$ cat src/rtl/mem_arbiter_if.sv
// Bundle of requester-side and memory-side signals around mem_arbiter.
// The slave modport is the arbiter's view; master is the caches/memory view.
interface mem_arbiter_if #(
  parameter int XLEN = 32
);
  logic            req0;
  logic            req1;
  logic            we0;
  logic            we1;
  logic [XLEN-1:0] addr0;
  logic [XLEN-1:0] addr1;
  logic [XLEN-1:0] wdata0;
  logic [XLEN-1:0] wdata1;
  logic            done0;
  logic            done1;
  logic            err;
  logic [XLEN-1:0] rdata;
  logic            busy;
  logic            mem_req;
  logic            mem_we;
  logic [XLEN-1:0] mem_addr;
  logic [XLEN-1:0] mem_wdata;
  logic            mem_ready;
  logic [XLEN-1:0] mem_rdata;

  modport slave (
    input  req0, req1, we0, we1, addr0, addr1, wdata0, wdata1,
    output done0, done1, err, rdata, busy,
    output mem_req, mem_we, mem_addr, mem_wdata,
    input  mem_ready, mem_rdata
  );

  modport master (
    output req0, req1, we0, we1, addr0, addr1, wdata0, wdata1,
    input  done0, done1, err, rdata, busy,
    input  mem_req, mem_we, mem_addr, mem_wdata,
    output mem_ready, mem_rdata
  );
endinterface

$ cat src/rtl/mem_arbiter.sv
// Two-port arbiter sharing one memory port between data cache (0) and fetch (1).
// Define MEM_ARB_RR_EN for round-robin tie-breaking; otherwise port 0 has fixed priority.
module mem_arbiter #(
  parameter int XLEN    = 32,
  parameter int TIMEOUT = 255
) (
  input  logic          clk,
  input  logic          rst,
  mem_arbiter_if.slave  bus
);
  typedef enum logic [1:0] {
    ST_IDLE = 2'd0,
    ST_BUSY = 2'd1,
    ST_RESP = 2'd2
  } state_t;

  localparam logic [15:0] WDOG_LAST = 16'(TIMEOUT - 1);

  state_t          r_state;
  logic            r_owner;
  logic [15:0]     r_wdog;
  logic            r_done0;
  logic            r_done1;
  logic            r_err;
  logic [XLEN-1:0] r_rdata;
  logic            r_busy;
  logic            r_mem_req;
  logic            r_mem_we;
  logic [XLEN-1:0] r_mem_addr;
  logic [XLEN-1:0] r_mem_wdata;

  logic            w_grant;
  logic            w_we;
  logic [XLEN-1:0] w_addr;
  logic [XLEN-1:0] w_wdata;

`ifdef MEM_ARB_RR_EN
  logic r_last;

  // Winner select: on a tie the port not granted last time wins
  always_comb begin
    w_grant = 1'b0;
    if (bus.req0 && bus.req1) begin
      w_grant = ~r_last;
    end else if (bus.req1) begin
      w_grant = 1'b1;
    end else begin
      w_grant = 1'b0;
    end
  end
`else
  // Winner select: port 0 always wins when it requests
  always_comb begin
    w_grant = 1'b0;
    if (bus.req0) begin
      w_grant = 1'b0;
    end else begin
      w_grant = 1'b1;
    end
  end
`endif

  // Command mux for the winning port
  always_comb begin
    w_we    = 1'b0;
    w_addr  = {XLEN{1'b0}};
    w_wdata = {XLEN{1'b0}};
    if (w_grant) begin
      w_we    = bus.we1;
      w_addr  = bus.addr1;
      w_wdata = bus.wdata1;
    end else begin
      w_we    = bus.we0;
      w_addr  = bus.addr0;
      w_wdata = bus.wdata0;
    end
  end

  // Arbitration FSM; all outputs registered
  always_ff @(posedge clk) begin
    if (!rst) begin
      r_state     <= ST_IDLE;
      r_owner     <= 1'b0;
      r_wdog      <= 16'd0;
      r_done0     <= 1'b0;
      r_done1     <= 1'b0;
      r_err       <= 1'b0;
      r_rdata     <= {XLEN{1'b0}};
      r_busy      <= 1'b0;
      r_mem_req   <= 1'b0;
      r_mem_we    <= 1'b0;
      r_mem_addr  <= {XLEN{1'b0}};
      r_mem_wdata <= {XLEN{1'b0}};
`ifdef MEM_ARB_RR_EN
      r_last      <= 1'b1;
`endif
    end else begin
      case (r_state)
        ST_IDLE: begin
          r_done0 <= 1'b0;
          r_done1 <= 1'b0;
          if (bus.req0 || bus.req1) begin
            r_owner     <= w_grant;
            r_mem_we    <= w_we;
            r_mem_addr  <= w_addr;
            r_mem_wdata <= w_wdata;
            r_wdog      <= 16'd0;
            r_mem_req   <= 1'b1;
            r_busy      <= 1'b1;
            r_state     <= ST_BUSY;
`ifdef MEM_ARB_RR_EN
            r_last      <= w_grant;
`endif
          end
        end
        ST_BUSY: begin
          // mem_ready takes precedence over a coincident watchdog expiry
          if (bus.mem_ready) begin
            r_mem_req <= 1'b0;
            r_err     <= 1'b0;
            r_rdata   <= r_mem_we ? {XLEN{1'b0}} : bus.mem_rdata;
            r_done0   <= ~r_owner;
            r_done1   <= r_owner;
            r_state   <= ST_RESP;
          end else if (r_wdog == WDOG_LAST) begin
            r_mem_req <= 1'b0;
            r_err     <= 1'b1;
            r_rdata   <= {XLEN{1'b0}};
            r_done0   <= ~r_owner;
            r_done1   <= r_owner;
            r_state   <= ST_RESP;
          end else begin
            r_wdog    <= r_wdog + 16'd1;
          end
        end
        ST_RESP: begin
          r_done0 <= 1'b0;
          r_done1 <= 1'b0;
          r_busy  <= 1'b0;
          r_state <= ST_IDLE;
        end
        default: begin
          r_done0   <= 1'b0;
          r_done1   <= 1'b0;
          r_busy    <= 1'b0;
          r_mem_req <= 1'b0;
          r_state   <= ST_IDLE;
        end
      endcase
    end
  end

  assign bus.done0     = r_done0;
  assign bus.done1     = r_done1;
  assign bus.err       = r_err;
  assign bus.rdata     = r_rdata;
  assign bus.busy      = r_busy;
  assign bus.mem_req   = r_mem_req;
  assign bus.mem_we    = r_mem_we;
  assign bus.mem_addr  = r_mem_addr;
  assign bus.mem_wdata = r_mem_wdata;
endmodule

$ cat src/flat_wrapper.sv
// flat-port wrapper written by rule: the top's interface ports become plain ports
module mem_arbiter_flat 
#(
  parameter int XLEN    = 32,
  parameter int TIMEOUT = 255
)
  (clk, rst, bus_req0, bus_req1, bus_we0, bus_we1, bus_addr0, bus_addr1, bus_wdata0, bus_wdata1, bus_done0, bus_done1, bus_err, bus_rdata, bus_busy, bus_mem_req, bus_mem_we, bus_mem_addr, bus_mem_wdata, bus_mem_ready, bus_mem_rdata);
  mem_arbiter_if #(.XLEN(XLEN)) bus_i ();
  input  logic clk;
  input  logic rst;
  input wire logic [$bits(bus_i.req0)-1:0] bus_req0;
  input wire logic [$bits(bus_i.req1)-1:0] bus_req1;
  input wire logic [$bits(bus_i.we0)-1:0] bus_we0;
  input wire logic [$bits(bus_i.we1)-1:0] bus_we1;
  input wire logic [$bits(bus_i.addr0)-1:0] bus_addr0;
  input wire logic [$bits(bus_i.addr1)-1:0] bus_addr1;
  input wire logic [$bits(bus_i.wdata0)-1:0] bus_wdata0;
  input wire logic [$bits(bus_i.wdata1)-1:0] bus_wdata1;
  output wire logic [$bits(bus_i.done0)-1:0] bus_done0;
  output wire logic [$bits(bus_i.done1)-1:0] bus_done1;
  output wire logic [$bits(bus_i.err)-1:0] bus_err;
  output wire logic [$bits(bus_i.rdata)-1:0] bus_rdata;
  output wire logic [$bits(bus_i.busy)-1:0] bus_busy;
  output wire logic [$bits(bus_i.mem_req)-1:0] bus_mem_req;
  output wire logic [$bits(bus_i.mem_we)-1:0] bus_mem_we;
  output wire logic [$bits(bus_i.mem_addr)-1:0] bus_mem_addr;
  output wire logic [$bits(bus_i.mem_wdata)-1:0] bus_mem_wdata;
  input wire logic [$bits(bus_i.mem_ready)-1:0] bus_mem_ready;
  input wire logic [$bits(bus_i.mem_rdata)-1:0] bus_mem_rdata;
  assign bus_i.req0 = bus_req0;
  assign bus_i.req1 = bus_req1;
  assign bus_i.we0 = bus_we0;
  assign bus_i.we1 = bus_we1;
  assign bus_i.addr0 = bus_addr0;
  assign bus_i.addr1 = bus_addr1;
  assign bus_i.wdata0 = bus_wdata0;
  assign bus_i.wdata1 = bus_wdata1;
  assign bus_done0 = bus_i.done0;
  assign bus_done1 = bus_i.done1;
  assign bus_err = bus_i.err;
  assign bus_rdata = bus_i.rdata;
  assign bus_busy = bus_i.busy;
  assign bus_mem_req = bus_i.mem_req;
  assign bus_mem_we = bus_i.mem_we;
  assign bus_mem_addr = bus_i.mem_addr;
  assign bus_mem_wdata = bus_i.mem_wdata;
  assign bus_i.mem_ready = bus_mem_ready;
  assign bus_i.mem_rdata = bus_mem_rdata;
  mem_arbiter #(.XLEN(XLEN), .TIMEOUT(TIMEOUT)) u_core (.clk(clk), .rst(rst), .bus(bus_i));
endmodule
$ cat config.mk
export PLATFORM = sky130hd
export DESIGN_NAME = mem_arbiter_flat
export DESIGN_NICKNAME = d
export VERILOG_FILES = /design/src/rtl/mem_arbiter_if.sv /design/src/rtl/mem_arbiter.sv /design/src/flat_wrapper.sv
export SDC_FILE = /design/constraint.sdc
export NUM_CORES = 1
export LEC_CHECK = 0
export ABC_AREA = 1
export CORE_MARGIN = 1.5
export CORE_UTILIZATION = 44
export DETAILED_ROUTE_END_ITERATION = 16
export PLACE_DENSITY = 0.95
export SYNTH_ARGS = -nofsm -noshare
export SYNTH_HDL_FRONTEND = slang
export SYNTH_SLANG_ARGS = --single-unit
$ cat constraint.sdc
create_clock -name clk -period 2.92 [get_ports clk]
set_input_delay 0.438 -clock clk [delete_from_list [all_inputs] [get_ports clk]]
set_output_delay 0.438 -clock clk [all_outputs]
set_load 0.02 [all_outputs]
==> results of run 1 <==
-- per-stage QoR --
| stage | instance area, um2 | total power, mW |
|---|---|---|
| 6_report | 8864 | 5.090 |
| 5_1_grt | 8864 | 5.316 |
| 4_1_cts | 8864 | 5.116 |
| 3_5_place_dp | 8307 | 3.106 |
| 3_3_place_gp | 8307 | 3.082 |
| 2_1_floorplan | 5632 | 2.516 |
-- Yosys cell counts, types with 2 or more instances --
cell,number
ha_1,2
buf_12,3
nand2_1,256
o21ai_1,9
buf_4,3
nand3_1,57
buf_1,6
buf_2,16
nor2_1,63
nand2_2,7
o21ai_0,61
o21bai_1,5
nand4_1,4
clkbuf_1,31
dfxtp_1,121
inv_2,2
inv_1,23
a31oi_1,65
a21oi_2,29
a21oi_1,21
-- cell type report --
| class | count | area share, % |
|---|---|---|
| Tap cell | 172 | 2.428 |
| Sequential cell | 121 | 27.33 |
| Clock buffer | 23 | 5.167 |
| Multi-Input combinational cell | 587 | 31.56 |
| Timing Repair Buffer | 278 | 31.28 |
| Clock inverter | 9 | 1.115 |
| Inverter | 26 | 1.115 |
-- layer usage --
layer | wire (um) | global-route usage [%]
met4 | 495 | 11.87
met3 | 1630 | 9.704
met2 | 9148 | 45.57
met5 | 0 | 0
met1 | 6942 | 29.57
-- worst max-delay path, delay by kind of cell, from the launching register on --
kind                     cells  cell delay, ps
AO/OA/AOI/OAI                1              70
flip-flops                   1             340
adder cells (fa/ha/maj)      1             150
buffers and inverters        1             110
AND/OR/NAND/NOR              6            1180
-- worst max path at each step --
stage	cells past startpoint	endpoint	from
6_report	9	u_core.bus.rdata[31]	u_core.r_wdog[0]
5_1_grt	9	u_core.bus.rdata[4]	u_core.r_wdog[0]
4_1_cts	1	bus_mem_we	u_core.bus.mem_we
3_5_place_dp	6	u_core.bus.rdata[31]	bus_mem_ready
3_3_place_gp	6	u_core.bus.rdata[31]	bus_mem_ready
2_1_floorplan	6	u_core.bus.mem_wdata[15]	bus_req0
-- power by group --
| group | internal, mW | switching, mW | total [mW] |
|---|---|---|---|
| combinational | 0.578 | 0.616 | 1.19 |
| sequential | 1.80 | 0.0897 | 1.89 |
| clock | 1.27 | 0.733 | 2.00 |
-- flip-flops by register name, summed over array words and instances, names as in the netlist --
| signal | flops |
|---|---|
| u_core.bus.mem_wdata | 32 |
| u_core.bus.busy | 1 |
| u_core.bus.done0 | 1 |
| u_core.bus.mem_req | 1 |
| u_core.bus.err | 1 |
| u_core.r_wdog | 16 |
| u_core.bus.mem_we | 1 |
| u_core.bus.mem_addr | 32 |
| u_core.bus.rdata | 32 |
| u_core.r_state | 2 |
| u_core.r_owner | 1 |
| u_core.bus.done1 | 1 |
-- layout by cell type (no fill, tap or decap), types with 5 or more instances in the layout --
cell	Yosys	layout
clkdlybuf4s50_1	0	266
nand2_1	256	256
dfxtp_1	121	121
a31oi_1	65	65
nor2_1	63	62
o21ai_0	61	61
nand3_1	57	57
a21oi_2	29	29
inv_1	23	21
a21oi_1	21	21
clkbuf_16	0	17
o21ai_1	9	9
buf_4	3	8
clkinv_2	0	7
nand2_2	7	7
o21bai_1	5	5
clkbuf_1	31	5
-- kinds of logic after synthesis --
family | Yosys count | share of synthesized area, %
compound gates | 191 | 20.64
buf+inv | 86 | 7.354
fa+ha+maj | 2 | 0.4443
flops | 121 | 43.01
xor+xnor | 1 | 0.1555
simple gates | 393 | 28.39
==> impl_metrics.csv, run 1 <==
group,metric,value,unit
status,status,"finished, final reports clean",
worst_setup_path,cp_slowest_cell,"nand2_4",
finish,multi_input_area,0.002798,mm2
worst_setup_path,max_stage_delay,600,ps
global_routing,grt_max_degree,82,
logic_synthesis,synthArstFlopShare,0,%
global_routing,grt_pass1_wl,27950,um
global_routing,antenna_found_initial,0,
logic_synthesis,synthCells,794,
worst_hold_path,hp-class,"reg -> reg",
timing,worst_pin_slew,823.8,ps
finish,area_growth,57.39,%
worst_setup_path,critPathLaunchType,"register",
logic_synthesis,syn_nets,963,
finish,nets,1200,
cts,clk-insertion-delay-late,410,ps
floorplan,dieArea,0.01349,mm2
worst_setup_path,worst_ep_arrival_time,2270,ps
cts,post_cts_buffers,0,
cts,cts_made_buffers,17,
power_and_ir_drop,p_per_area,574.3,mW/mm2
logic_synthesis,synth_area_per_cell,7.093,um2
logic_synthesis,ys_warn_count,0,
finish,num-fill-cells,927,
cts,cts-root-buf,"clkbuf_16",
worst_setup_path,path_cells,"inv_1 > ha_1 > nand2_1 > nor2_2 > nand2_2 > nand2_4 > nand2_1 > nand3_1 > o21ai_1",
worst_setup_path,reg2reg_depth,9,
placed_design,dpl.hpwl,12420,um
cts,cts_tree,"built",
global_routing,grt_pass1_vias,5780,
route,drt_pre_antenna_iters,5,
finish,regArea,0.002422,mm2
power_and_ir_drop,peakVddDrop,0.3395,mV
placed_design,dpl.cell_count,1184,
logic_synthesis,yosysTopAreaCellShare,43.01,%
flow_run,cap_violations,0,
placed_design,pre_cts_slack,844.0,ps
timing,fin_crit_sh,67.35,%
timing,hold_viol,0,
logic_synthesis,yosysSeqAreaShare,43.01,%
route,drt_wl_total,18220,um
cts,clock-sinks,121,
cts,htree_levels,4,
logic_synthesis,synth_edf_count,0,
cts,cts_resized,0,
worst_setup_path,r2r_start,"u_core.r_wdog[0]",
floorplan,start_util,44.81,%
floorplan,die-height,116.1,um
worst_setup_path,critPathCaptureType,"register",
logic_synthesis,ys_ff_latch,121,
timing,relSlewSlack,45.08,%
power_and_ir_drop,leakage,3.443,nW
route,drc,0,
floorplan,dieWidth,116.1,um
finish,drive_above_1_share,8.142,%
worst_hold_path,holdPathStages,2,
floorplan,ios,269,
route,avgViaCountPerCell,5.153,
route,drtIter0Drc,580,
logic_synthesis,synth_top_area_cell,"dfxtp_1",
timing,fin_setup_tns,0,ps
timing,fin_hold_ws,476.8,ps
timing,rsz0062_at_grt,"no",
worst_setup_path,rrSetupSlack,950,ps
finish,insertedDiodeCount,0,
timing,max_freq,508.5,MHz
timing,slew_violations,0,
worst_setup_path,worstPathRequired,3220,ps
logic_synthesis,syn_area,0.005632,mm2
worst_setup_path,reg2reg_to,"u_core.bus.rdata[31]",
route,num_vias,6266,
cts,cts_hold_buffers,0,
timing,fin_crit,1967,ps
cts,clk_pin_slew,50,ps
worst_setup_path,crit_top_cell,"nand2_1",
global_routing,grtUsageTotal,26.57,%
floorplan,core_area,0.01257,mm2
cts,clk_path_buf_depth,2,
floorplan,rows,41,
worst_hold_path,worstHoldStart,"u_core.bus.busy",
finish,fin_cells,1216,
placed_design,gp_congestion,0.8986,
timing,setup_violations,0,
worst_setup_path,crit_fanout,67,
worst_hold_path,hold_end,"u_core.bus.busy",
route,ant_nets,0,
timing,fin_skew,10.02,ps
placed_design,portBuffers,268,
logic_synthesis,synth.distinct_cells,30,
route,wl_per_cell,14.98,um
worst_setup_path,path_class,"reg -> reg",
logic_synthesis,synthFlopType,"dfxtp_1",
global_routing,overflow,0,
timing,fin_ws,953.5,ps
logic_synthesis,synth.area.top_cells,"dfxtp_1 (43%), nand2_1 (17%), a31oi_1 (7.2%)",
finish,post-route-util,70.52,%
(Power assumes the default switching activity.)
==> inputs of run 2 (changes only) <==
--- a/config.mk
+++ b/config.mk
@@ -7,9 +7,9 @@
 export LEC_CHECK = 0
 export ABC_AREA = 1
 export CORE_MARGIN = 1.5
-export CORE_UTILIZATION = 44
+export CORE_UTILIZATION = 41
 export DETAILED_ROUTE_END_ITERATION = 16
-export PLACE_DENSITY = 0.95
+export PLACE_DENSITY = 0.91
 export SYNTH_ARGS = -nofsm -noshare
 export SYNTH_HDL_FRONTEND = slang
 export SYNTH_SLANG_ARGS = --single-unit
==> constraint.sdc (replaced) <==
create_clock -name clk -period 2 [get_ports clk]
set_input_delay 0.3 -clock clk [delete_from_list [all_inputs] [get_ports clk]]
set_output_delay 0.3 -clock clk [all_outputs]
set_load 0.02 [all_outputs]
==> impl_metrics.csv, run 2 (synthesis results as in run 1) <==
group,metric,value,unit
placed_design,gp_congestion,0.8935,
worst_setup_path,worstPathRequired,1700,ps
cts,clock-sinks,121,
route,ant_nets,0,
route,drc,0,
finish,area_growth,60.81,%
finish,final_cell_mix,"clkdlybuf4s50_1 (266), nand2_1 (256), dfxtp_1 (121)",
cts,cts_tree,"built",
route,drt_pre_antenna_iters,7,
finish,fin_cells,1230,
finish,nets,1211,
route,m1WireLength,7050,um
route,highest_layer,"met4",
cts,clk_path_buf_depth,2,
timing,relSlewSlack,71.58,%
worst_setup_path,path_class,"reg -> out",
cts,htree_levels,4,
timing,setup_violations,0,
worst_setup_path,critPathCaptureType,"primary output",
floorplan,die-height,120.2,um
global_routing,grt_pass1_wl,28640,um
cts,clk_pin_slew,50,ps
floorplan,rows,42,
floorplan,dieArea,0.01445,mm2
power_and_ir_drop,peakVddDrop,0.5657,mV
timing,rsz0062_at_grt,"no",
route,wl_met2,9246,um
cts,post_cts_buffers,0,
floorplan,dieWidth,120.2,um
placed_design,dpl.cell_count,1199,
timing,fin_crit_sh,91.04,%
timing,slew_violations,0,
finish,final_common_cell,"clkdlybuf4s50_1",
placed_design,pre_cts_slack,291.8,ps
cts,cts-root-buf,"clkbuf_16",
power_and_ir_drop,leakage,3.540,nW
timing,fin_setup_tns,0,ps
timing,worst_pin_slew,426.2,ps
worst_setup_path,path_cells,"clkdlybuf4s50_1",
route,drtIter0Drc,439,
floorplan,start_util,42.19,%
global_routing,overflow,0,
timing,hold_viol,0,
worst_setup_path,crit_fanout,3,
placed_design,dpl.hpwl,12890,um
status,status,"finished, final reports clean",
worst_setup_path,worst_ep_arrival_time,1520,ps
worst_hold_path,hp-class,"in -> reg",
worst_setup_path,crit_family,"buffers and inverters",
flow_run,cap_violations,0,
route,wl_per_cell,14.98,um
cts,cts_made_buffers,17,
timing,fin_ws,179.2,ps
global_routing,grt_max_degree,96,
timing,fin_crit,1821,ps
cts,cts_hold_buffers,0,
timing,fin_hold_ws,208.1,ps
finish,insertedDiodeCount,0,
route,route.met3.wl,1497,um
global_routing,antenna_found_initial,0,
placed_design,portBuffers,268,
finish,drive_above_1_share,9.393,%
global_routing,grtUsageTotal,25.14,%
worst_setup_path,critPathBufInv,1,
floorplan,core_area,0.01335,mm2
cts,clk-insertion-delay-late,420,ps
timing,max_freq,549.2,MHz
finish,post-route-util,67.85,%
route,drt_wl_total,18420,um
worst_setup_path,critPathLaunchType,"register",
floorplan,ios,269,
power_and_ir_drop,p_per_area,857.2,mW/mm2
cts,cts_resized,0,
finish,num-fill-cells,1080,
timing,fin_skew,7.434,ps
worst_setup_path,cp_slowest_cell,"clkdlybuf4s50_1",
route,num_vias,6404,
worst_setup_path,max_stage_delay,680,ps
global_routing,grt_pass1_vias,5965,
route,avgViaCountPerCell,5.207,
## run 2: cell count changes in the layout (fill, tap and decap cells not counted)
| cell | previous run | this run |
|---|---|---|
| clkinv_2 | 7 | 4 |
| clkbuf_8 | 1 | 6 |
| buf_12 | 2 | 5 |
| bufinv_16 | 2 | 3 |
| buf_4 | 8 | 16 |
| clkinv_4 | 1 | 0 |
| clkinvlp_4 | 0 | 1 |
| clkbuf_1 | 5 | 1 |
## run 2: cell type report
class                   instances  area [um2]  area share (%)
clock buffers                  24       511.7           5.651
clock inverters                 7       112.6           1.243
inverters                      26       98.84           1.091
multi-input cells             587        2798           30.89
flip-flops and latches        121        2422           26.75
well taps                     176       220.2           2.432
repair buffers                289        2893           31.94
## run 2: worst paths after layout
kind,from,to,slack (ps),cells past startpoint
worst max register to register,u_core.r_wdog[0],u_core.r_wdog[11],270,10
worst max-delay path,u_core.bus.mem_we,bus_mem_we,180,1
worst min-delay path,rst,u_core.r_wdog[14],210,3
worst min register to register,u_core.bus.mem_req,u_core.bus.mem_req,470,2
## run 2: metrics by stage
stage	instance area (um2)	total power, mW
after floorplan	5632	3.674
after detailed placement	8432	4.573
after global placement	8432	4.540
after CTS	9056	7.795
final	9056	7.763
after global routing	9056	8.067
## run 2: worst register-to-register path, cell delays in order, from the launching register on
cell,delay [ps]
dfxtp_1,390
inv_1,100
ha_1,190
nand2_1,70
nor2_2,50
nand2_2,110
nand2_2,190
nand3_1,230
clkinv_1,160
nand2_1,80
nand2_1,60
## run 2: per-layer routing
layer	vias to the layer above	global-route usage, %
li1	3142	-
met1	2933	27.39
met2	282	43.86
met3	47	8.255
met4	0	12.20
met5	-	0
## run 2: power by group
part / switching [mW] / internal (mW) / total [mW]
combinational: 0.904 / 0.872 / 1.78
sequential: 0.136 / 2.63 / 2.77
clock: 1.07 / 2.14 / 3.22
